File: src/rtl/sweep_pkg.sv
// rtl/sweep_pkg.sv - shared types and constants for the truth-table sweeper
package sweep_pkg;

  typedef enum logic [1:0] {
    ST_IDLE,
    ST_SETTLE,
    ST_SAMPLE,
    ST_DONE
  } state_e;

  localparam logic [3:0] NOR2_TABLE = 4'b0001;
  localparam logic [3:0] AND2_TABLE = 4'b1000;
  localparam logic [3:0] OR2_TABLE  = 4'b1110;

  // Settle timer width: covers the full 0..15 settle range.
  localparam int TIMER_W = $clog2(16);

endpackage

File: src/rtl/sweep_settle_timer.sv
// rtl/sweep_settle_timer.sv - loadable down-counter timing the settle window
module sweep_settle_timer
  import sweep_pkg::*;
(
  input  logic               clk,
  input  logic               rst,
  input  logic               load,
  input  logic [TIMER_W-1:0] value,
  output logic               expired
);

  logic [TIMER_W-1:0] count_q;
  logic [TIMER_W-1:0] count_d;

  // Reload on request, otherwise count down and park at zero.
  always_comb begin
    count_d = count_q;
    if (load) begin
      count_d = value;
    end else if (count_q != '0) begin
      count_d = count_q - TIMER_W'(1);
    end
  end

  // Counter register.
  always_ff @(posedge clk or posedge rst) begin
    if (rst) begin
      count_q <= '0;
    end else begin
      count_q <= count_d;
    end
  end

  // Expired means the current cycle is the last settle cycle, so the
  // owner can move to its sampling step on this edge.
  assign expired = (count_q <= TIMER_W'(1));

endmodule

File: src/rtl/truth_table_sweeper.sv
// rtl/truth_table_sweeper.sv - exhaustive stimulus driver and response checker
module truth_table_sweeper
  import sweep_pkg::*;
#(
  parameter int                N_IN   = 2,
  parameter int                SETTLE = 1,
  parameter logic [2**N_IN-1:0] EXPECT = NOR2_TABLE
) (
  input  logic                clk,
  input  logic                rst,
  input  logic                start,
  output logic [N_IN-1:0]     stim,
  input  logic                resp,
  output logic                busy,
  output logic                done,
  output logic                pass,
  output logic [N_IN:0]       err_count,
  output logic [N_IN-1:0]     first_fail,
  output logic                fail_seen,
  output logic [2**N_IN-1:0]  observed
);

  localparam logic [N_IN-1:0]    LAST_IDX = '1;
  localparam logic [N_IN:0]      ERR_ONE  = (N_IN+1)'(1);
  localparam logic [N_IN-1:0]    IDX_ONE  = N_IN'(1);
  localparam logic [TIMER_W-1:0] SETTLE_V = TIMER_W'(SETTLE);
  // With no settle time the sample step directly follows the stim update.
  localparam state_e AFTER_DRIVE = (SETTLE == 0) ? ST_SAMPLE : ST_SETTLE;

  state_e              state_q, state_d;
  logic [N_IN-1:0]     idx_q, idx_d;
  logic                busy_q, busy_d;
  logic                done_q, done_d;
  logic [N_IN:0]       err_count_q, err_count_d;
  logic [N_IN-1:0]     first_fail_q, first_fail_d;
  logic                fail_seen_q, fail_seen_d;
  logic [2**N_IN-1:0]  observed_q, observed_d;

  logic timer_load;
  logic timer_expired;
  logic mismatch;

  sweep_settle_timer u_timer (
    .clk     (clk),
    .rst     (rst),
    .load    (timer_load),
    .value   (SETTLE_V),
    .expired (timer_expired)
  );

  // Compare the response against the expected table; an unknown response
  // fails the equality test and therefore counts as a mismatch.
  always_comb begin
    mismatch = 1'b1;
    if (resp == EXPECT[idx_q]) begin
      mismatch = 1'b0;
    end
  end

  // Sweep sequencing, index advance and scoreboard update.
  always_comb begin
    state_d      = state_q;
    idx_d        = idx_q;
    busy_d       = busy_q;
    done_d       = done_q;
    err_count_d  = err_count_q;
    first_fail_d = first_fail_q;
    fail_seen_d  = fail_seen_q;
    observed_d   = observed_q;
    timer_load   = 1'b0;
    case (state_q)
      ST_IDLE, ST_DONE: begin
        if (start) begin
          state_d      = AFTER_DRIVE;
          idx_d        = '0;
          busy_d       = 1'b1;
          done_d       = 1'b0;
          err_count_d  = '0;
          first_fail_d = '0;
          fail_seen_d  = 1'b0;
          observed_d   = '0;
          timer_load   = 1'b1;
        end
      end
      ST_SETTLE: begin
        if (timer_expired) begin
          state_d = ST_SAMPLE;
        end
      end
      ST_SAMPLE: begin
        observed_d[idx_q] = resp;
        if (mismatch) begin
          err_count_d = err_count_q + ERR_ONE;
          if (!fail_seen_q) begin
            first_fail_d = idx_q;
            fail_seen_d  = 1'b1;
          end
        end
        if (idx_q == LAST_IDX) begin
          state_d = ST_DONE;
          busy_d  = 1'b0;
          done_d  = 1'b1;
        end else begin
          state_d    = AFTER_DRIVE;
          idx_d      = idx_q + IDX_ONE;
          timer_load = 1'b1;
        end
      end
      default: begin
        state_d = ST_IDLE;
      end
    endcase
  end

  // State and result registers; reset aborts any sweep and zeroes outputs.
  always_ff @(posedge clk or posedge rst) begin
    if (rst) begin
      state_q      <= ST_IDLE;
      idx_q        <= '0;
      busy_q       <= 1'b0;
      done_q       <= 1'b0;
      err_count_q  <= '0;
      first_fail_q <= '0;
      fail_seen_q  <= 1'b0;
      observed_q   <= '0;
    end else begin
      state_q      <= state_d;
      idx_q        <= idx_d;
      busy_q       <= busy_d;
      done_q       <= done_d;
      err_count_q  <= err_count_d;
      first_fail_q <= first_fail_d;
      fail_seen_q  <= fail_seen_d;
      observed_q   <= observed_d;
    end
  end

  assign stim       = idx_q;
  assign busy       = busy_q;
  assign done       = done_q;
  assign pass       = done_q && (err_count_q == '0);
  assign err_count  = err_count_q;
  assign first_fail = first_fail_q;
  assign fail_seen  = fail_seen_q;
  assign observed   = observed_q;

endmodule

File: config.mk
export PLATFORM = sky130hd
export DESIGN_NAME = truth_table_sweeper
export DESIGN_NICKNAME = d
export VERILOG_FILES = /design/src/rtl/sweep_pkg.sv /design/src/rtl/sweep_settle_timer.sv /design/src/rtl/truth_table_sweeper.sv
export SDC_FILE = /design/constraint.sdc
export NUM_CORES = 1
export LEC_CHECK = 0
export CORE_MARGIN = 2
export CORE_UTILIZATION = 60
export CTS_CLUSTER_SIZE = 16
export DETAILED_ROUTE_END_ITERATION = 6
export DONT_BUFFER_PORTS = 1
export GPL_ROUTABILITY_DRIVEN = 0
export GPL_TIMING_DRIVEN = 0
export HOLD_SLACK_MARGIN = 0.15
export PLACE_DENSITY = 0.76
export SETUP_SLACK_MARGIN = 0.1
export SLEW_MARGIN = 20
export SYNTH_ARGS = -nofsm -noshare
export SYNTH_HDL_FRONTEND = slang
export SYNTH_SLANG_ARGS = --single-unit
File: constraint.sdc
create_clock -name clk -period 2.1 [get_ports clk]
set_input_delay 0.21 -clock clk [delete_from_list [all_inputs] [get_ports clk]]
set_output_delay 0.21 -clock clk [all_outputs]
set_load 0.01 [all_outputs]
==> flow_metrics.env, run 1 <==
export IMPL_setup_tns_ns=0
export IMPL_synth_cells=125
export IMPL_clkPwrFrac_pct=13.5
export IMPL_path_clk_slew_ns=0.12
export IMPL_critPathMaxFanout=8
export IMPL_status="completed"
export IMPL_postCtsSetupRepairBufs=0
export IMPL_tritoncts="yes"
export IMPL_fin_worst_skew_ns=0.00485
export IMPL_synthArstFlopShare_pct=100
export IMPL_min_period_ns=1.85
export IMPL_maxSlewViolCount=0
export IMPL_intPower_uw=942
export IMPL_grtUsageMet1_pct=24.4
export IMPL_fillCellCount=163
export IMPL_cts_sinks=20
export IMPL_setup_worst_path_end_class="flop"
export IMPL_gr_total_overflow=0
export IMPL_slowest_stage="dfrtp_1"
export IMPL_ff2ff_path_depth=5
export IMPL_yosysSeqAreaShare_pct=42.6
export IMPL_dpl_instance_area_um2=1210
export IMPL_cp_depth=5
export IMPL_cp_num_buf_inv=1
export IMPL_syn_num_nets=141
export IMPL_drive_gt1_share_pct=7.58
export IMPL_cp_start_kind="flop"
export IMPL_rsz0062_at_grt="no"
export IMPL_initial_utilization_pct=61.8
export IMPL_setup_viol=0
export IMPL_irDropWorstVdd_mv=0.705
export IMPL_clockBufferDepth=2
export IMPL_nNetsFinal=149
export IMPL_totalPowerFinal_mw=1.69
export IMPL_drt_vias_per_instance=5.81
export IMPL_criticalPathCategory="reg -> reg"
export IMPL_post_route_drc_count=0
export IMPL_cp_slowest_stage_delay_ns=0.57
export IMPL_sw_frac_of_total_pct=44.4
export IMPL_finalCritPeriodShare_pct=88.1
export IMPL_first_iter_violations=10
export IMPL_p_per_area_nw_per_um2=1330
export IMPL_grtUsageMet2_pct=40.3
export IMPL_power_frac_comb_pct=50.4
export IMPL_cts_buffers=3
export IMPL_grt_pass1_wl_mm=3.52
export IMPL_avgSynthCellArea_um2=9.41
export IMPL_multiInputGateArea_um2=622
export IMPL_die_h_um=48.3
export IMPL_crit_path_frequent_cell="ha_1"
export IMPL_fmax_mhz=541
export IMPL_rrSetupSlack_ns=0.25
export IMPL_arrival_ns=2.06
export IMPL_hpwlAfterDp_mm=1.68
export IMPL_cp_top_family="adder cells"
export IMPL_regArea_um2=500
export IMPL_yosysMostFrequentCell="dfrtp_1"
export IMPL_ctsResizeCount=0
export IMPL_leakagePower_nw=0.585
export IMPL_grt_pass1_vias=867
export IMPL_postLayoutCoreUtil_pct=67.1
export IMPL_cap_violations=0
export IMPL_gr_max_usage_layer="met2"
export IMPL_synthesis_area_um2=1180
export IMPL_slew_headroom_pct=49.4
export IMPL_ctsHtreeMaxLevel=1
export IMPL_io_pins=19
export IMPL_antenna_found_initial=0
export IMPL_crit_chain="inv_1, ha_1, ha_1, nand2_1, o311ai_1"
export IMPL_core_rowCount=16
export IMPL_synth_top_cells_by_area="dfrtp_1 43%, ha_1 13%, nand2_1 4.1%"
export IMPL_hp_class="in -> reg"
export IMPL_wire_per_inst_um=14.4
export IMPL_seqPwrFrac_pct=36.1
export IMPL_yosysTopAreaCell="dfrtp_1"
export IMPL_yosys_warnings=0
export IMPL_dieArea_um2=2330
export IMPL_synthFlopType="dfrtp_1"
export IMPL_yosysUniqueCellTypes=33
export IMPL_area_delta_synth_final_pct=8.51
export IMPL_routed_wl_mm=2.28
export IMPL_first_pass_iters=4
export IMPL_dp_cells=152
export IMPL_final_cells=159
export IMPL_cts_root_buf="clkbuf_4"
export IMPL_detail_route_antenna_nets=0
export IMPL_synth_edff_count=0
export IMPL_grt_max_degree=21
export IMPL_worstMarginPinSlew_ns=0.757
export IMPL_netlist_top_cells_count="20 x dfrtp_1, 13 x nand2_1, 12 x ha_1, 10 x inv_1"
export IMPL_grtUsageMet3_pct=2.96
export IMPL_vias=924
export IMPL_holdPathStages=3
export IMPL_antenna_cells=0
export IMPL_die_x_um=48.3
export IMPL_synth_ff_latch_count=20
export IMPL_fp_coreArea_um2=1900
export IMPL_io_buffers=0
export IMPL_grt_total_usage_pct=21.9
export IMPL_netlist_area_leader_share_pct=42.6
export IMPL_cp_required_ns=2.31
export IMPL_hold_buffers=3
export IMPL_final_area_um2=1280
export IMPL_hold_viol_final=0
export IMPL_clk_latency_ns=0.31
export IMPL_p_switching_uw=752
[registers in the layout, indices dropped and copies added, names as in the netlist]
signal           cells
done                 1
fail_seen            1
observed             4
state_q              2
first_fail           2
u_timer.count_q      4
err_count            3
stim                 2
busy                 1
[placed cells by master (no fill, tap or decap), types with 2 or more instances in the layout]
cell           netlist  layout
nand3_1              8       8
a22o_1               2       2
inv_1               10      10
nor3_1               2       2
nor2b_1              4       4
o21ai_0              2       2
ha_1                12      12
nand2_1             13      13
dfrtp_1             20      20
nor2_1               8       8
nand2b_1             5       5
a21oi_1              7       7
a21o_1               2       2
nand4_1              4       4
clkbuf_4             0       3
o21ai_1              6       6
dlygate4sd3_1        0       3
mux2i_1              2       2
o221ai_1             2       2
[final cells by class]
class / instances / area share, %
Buffer: 3 / 1.27
Clock buffer: 4 / 2.84
Inverter: 10 / 2.94
Multi-Input combinational cell: 92 / 48.7
Sequential cell: 20 / 39.2
Tap cell: 27 / 2.65
Timing Repair Buffer: 3 / 2.35
[final timing paths]
kind / end / startpoint
setup / recovery: err_count[2] / stim[0]
hold / removal: stim[1] / start
setup reg to reg: err_count[2] / stim[0]
hold reg to reg: state_q[1] / state_q[1]
max in group asynchronous: err_count[1] / rst
min in group asynchronous: observed[1] / rst
[power groups by stage]
stage / Sequential (mW) / Clock, mW / Combinational (mW)
after floorplan: 0.592 / 0 / 0.700
after global placement: 0.611 / 0 / 0.819
after detailed placement: 0.619 / 0 / 0.853
after CTS: 0.611 / 0.233 / 0.862
after global routing: 0.632 / 0.250 / 0.968
final: 0.611 / 0.229 / 0.854
[stage by stage]
step	setup WS, ns	hold WS [ns]
after floorplan	0.508	0.174
after global placement	0.328	0.276
after detailed placement	0.300	0.290
after CTS	0.264	0.185
after global routing	0.134	0.201
final	0.250	0.192
[cells by family after synthesis]
family | count (synthesis) | synth area share, %
adders and majority gates | 12 | 12.8
buffers and inverters | 13 | 4.57
muxes | 2 | 1.70
xor gates and xnor gates | 1 | 0.745
AOI/OAI and AO/OA | 27 | 15.1
DFF | 20 | 42.6
and+or+nand+nor | 50 | 22.6
[worst reg2reg max path: stages, from the launching register on]
cell and delay (ns):
dfrtp_1 0.57, inv_1 0.12, ha_1 0.25, ha_1 0.42
nand2_1 0.12, o311ai_1 0.28
[layer usage]
metal / wire length, um / vias up
met5: 0 / -
met4: 39 / 0
met3: 67 / 5
met2: 1230 / 14
met1: 948 / 453
li1: - / 452
Note: power is estimated with default switching activity, not from simulation.
==> run 2: changes to the inputs <==
--- a/config.mk
+++ b/config.mk
@@ -10,12 +10,10 @@
 export CTS_CLUSTER_SIZE = 16
 export DETAILED_ROUTE_END_ITERATION = 6
 export DONT_BUFFER_PORTS = 1
-export GPL_ROUTABILITY_DRIVEN = 0
 export GPL_TIMING_DRIVEN = 0
-export HOLD_SLACK_MARGIN = 0.15
+export HOLD_SLACK_MARGIN = 0.03
 export PLACE_DENSITY = 0.76
 export SETUP_SLACK_MARGIN = 0.1
-export SLEW_MARGIN = 20
 export SYNTH_ARGS = -nofsm -noshare
 export SYNTH_HDL_FRONTEND = slang
 export SYNTH_SLANG_ARGS = --single-unit
==> run 2 against run 1 <==
Effect of this change: critical path depth did not move; clock power is essentially flat; final area down 1.6%; power decreased by 0.45%; global-route usage fell by 0.31 points; maximum frequency increased by 0.51%.
==> flow_metrics.env, run 2 (synthesized netlist as in run 1, its figures left out) <==
export IMPL_rsz0062_at_grt="no"
export IMPL_regArea_um2=500
export IMPL_wl_met1_um=909
export IMPL_fmax_mhz=543
export IMPL_p_switching_uw=747
export IMPL_postCtsSetupRepairBufs=0
export IMPL_criticalPathCategory="reg -> reg"
export IMPL_detail_route_antenna_nets=0
export IMPL_core_rowCount=16
export IMPL_cap_violations=0
export IMPL_ctsResizeCount=0
export IMPL_io_buffers=0
export IMPL_routed_top_layer="met4"
export IMPL_ctsHtreeMaxLevel=1
export IMPL_reg2reg_to="err_count[2]"
export IMPL_area_delta_synth_final_pct=6.81
export IMPL_cts_buffers=3
export IMPL_hpwlAfterDp_mm=1.68
export IMPL_irDropWorstVdd_mv=0.704
export IMPL_final_common_cell="dfrtp_1"
export IMPL_wire_per_inst_um=14.3
export IMPL_p_per_area_nw_per_um2=1340
export IMPL_layout_setup_ws_ns=0.260
export IMPL_slew_headroom_pct=49.8
export IMPL_finalCritPeriodShare_pct=87.6
export IMPL_final_cells=157
export IMPL_wl_met2_mm=1.21
export IMPL_tritoncts="yes"
export IMPL_setup_worst_path_end_class="flop"
export IMPL_arrival_ns=2.05
export IMPL_hold_viol_final=0
export IMPL_nNetsFinal=147
export IMPL_drive_gt1_share_pct=7.69
export IMPL_mostFrequentLayoutCells="20 x dfrtp_1, 13 x nand2_1, 12 x ha_1, 10 x inv_1"
export IMPL_fillCellCount=165
export IMPL_worstSetupStartpoint="stim[0]"
export IMPL_first_pass_iters=4
export IMPL_antenna_found_initial=0
export IMPL_initial_utilization_pct=61.8
export IMPL_min_period_ns=1.84
export IMPL_dpl_instance_area_um2=1210
export IMPL_cts_sinks=20
export IMPL_post_route_drc_count=0
export IMPL_intPower_uw=940
export IMPL_grt_total_usage_pct=21.6
export IMPL_cp_start_kind="flop"
export IMPL_power_frac_comb_pct=50.3
export IMPL_setup_viol=0
export IMPL_dp_cells=152
export IMPL_setup_tns_ns=0
export IMPL_cp_required_ns=2.31
export IMPL_clockBufferDepth=2
export IMPL_critPathMaxFanout=8
export IMPL_die_h_um=48.3
export IMPL_endpoint="err_count[2]"
export IMPL_fp_coreArea_um2=1900
export IMPL_clkPwrFrac_pct=13.5
export IMPL_dieArea_um2=2330
export IMPL_io_pins=19
export IMPL_gr_total_overflow=0
export IMPL_gp_congestion=0.738
export IMPL_path_clk_slew_ns=0.12
export IMPL_seqPwrFrac_pct=36.2
export IMPL_maxSlewViolCount=0
export IMPL_vias=913
export IMPL_fin_worst_skew_ns=0.00634
export IMPL_grt_pass1_vias=851
export IMPL_drt_vias_per_instance=5.82
export IMPL_first_iter_violations=9
export IMPL_sw_frac_of_total_pct=44.3
export IMPL_worstMarginPinSlew_ns=0.753
export IMPL_multiInputGateArea_um2=622
export IMPL_final_area_um2=1260
export IMPL_hp_class="in -> reg"
export IMPL_routed_wl_mm=2.24
export IMPL_grt_pass1_wl_mm=3.48
export IMPL_dr_wl_met3_um=77
export IMPL_ff2ff_path_depth=5
export IMPL_antenna_cells=0
export IMPL_clk_latency_ns=0.31
export IMPL_die_x_um=48.3
export IMPL_grt_max_degree=21
export IMPL_hold_buffers=1
export IMPL_place_ws_ns=0.300
export IMPL_status="completed"
export IMPL_leakagePower_nw=0.576
export IMPL_r2r_start="stim[0]"
export IMPL_cts_root_buf="clkbuf_4"
export IMPL_rrSetupSlack_ns=0.26
==> run 2: cell types whose count changed in the layout (fill, tap and decap cells not counted) <==
cell           previous run  this run
dlygate4sd3_1             3         1
==> run 2: metrics by stage <==
stage          power (mW)  hold WS (ns)  util (%)
2_1_floorplan        1.29         0.174         -
3_3_place_gp         1.43         0.276      63.6
3_5_place_dp         1.47         0.290      63.6
4_1_cts              1.70        0.0455      66.1
5_1_grt              1.85        0.0364      66.1
6_report             1.69        0.0468      66.1
==> run 2: worst min-delay path by stage <==
stage,from,to,slack [ns],cells past startpoint
5_1_grt,resp,observed[3],0.04,2
3_5_place_dp,rst,busy,0.29,1
2_1_floorplan,rst,busy,0.17,1
3_3_place_gp,rst,u_timer.count_q[2],0.28,1
4_1_cts,resp,observed[3],0.05,2
6_report,resp,observed[3],0.05,2
==> run 2: area by class of cell <==
cell class	count	share of cell area (%)
buffer	3	1.29
clock buffer	4	2.89
inverter	10	2.99
multi-input combinational	92	49.5
sequential	20	39.8
tap	27	2.69
timing repair buffer	1	0.797
==> run 2: routing by layer <==
layer | up-vias | track usage, %
met1 | 449 | 24.6
met5 | - | 0
li1 | 444 | -
met2 | 15 | 39.5
met3 | 5 | 2.59
met4 | 0 | 10.3
==> run 2: power groups by stage <==
stage | Clock, mW | Sequential, mW | Combinational [mW]
floorplan | 0 | 0.592 | 0.700
global placement | 0 | 0.611 | 0.819
detailed placement | 0 | 0.619 | 0.853
CTS | 0.233 | 0.611 | 0.858
global route | 0.250 | 0.632 | 0.964
finish | 0.228 | 0.610 | 0.848
==> run 2: worst max-delay path, cell delays in order (launching register included) <==
cell and delay (ns):
dfrtp_1 0.56, inv_1 0.12, ha_1 0.25, ha_1 0.42, nand2_1 0.12, o311ai_1 0.28
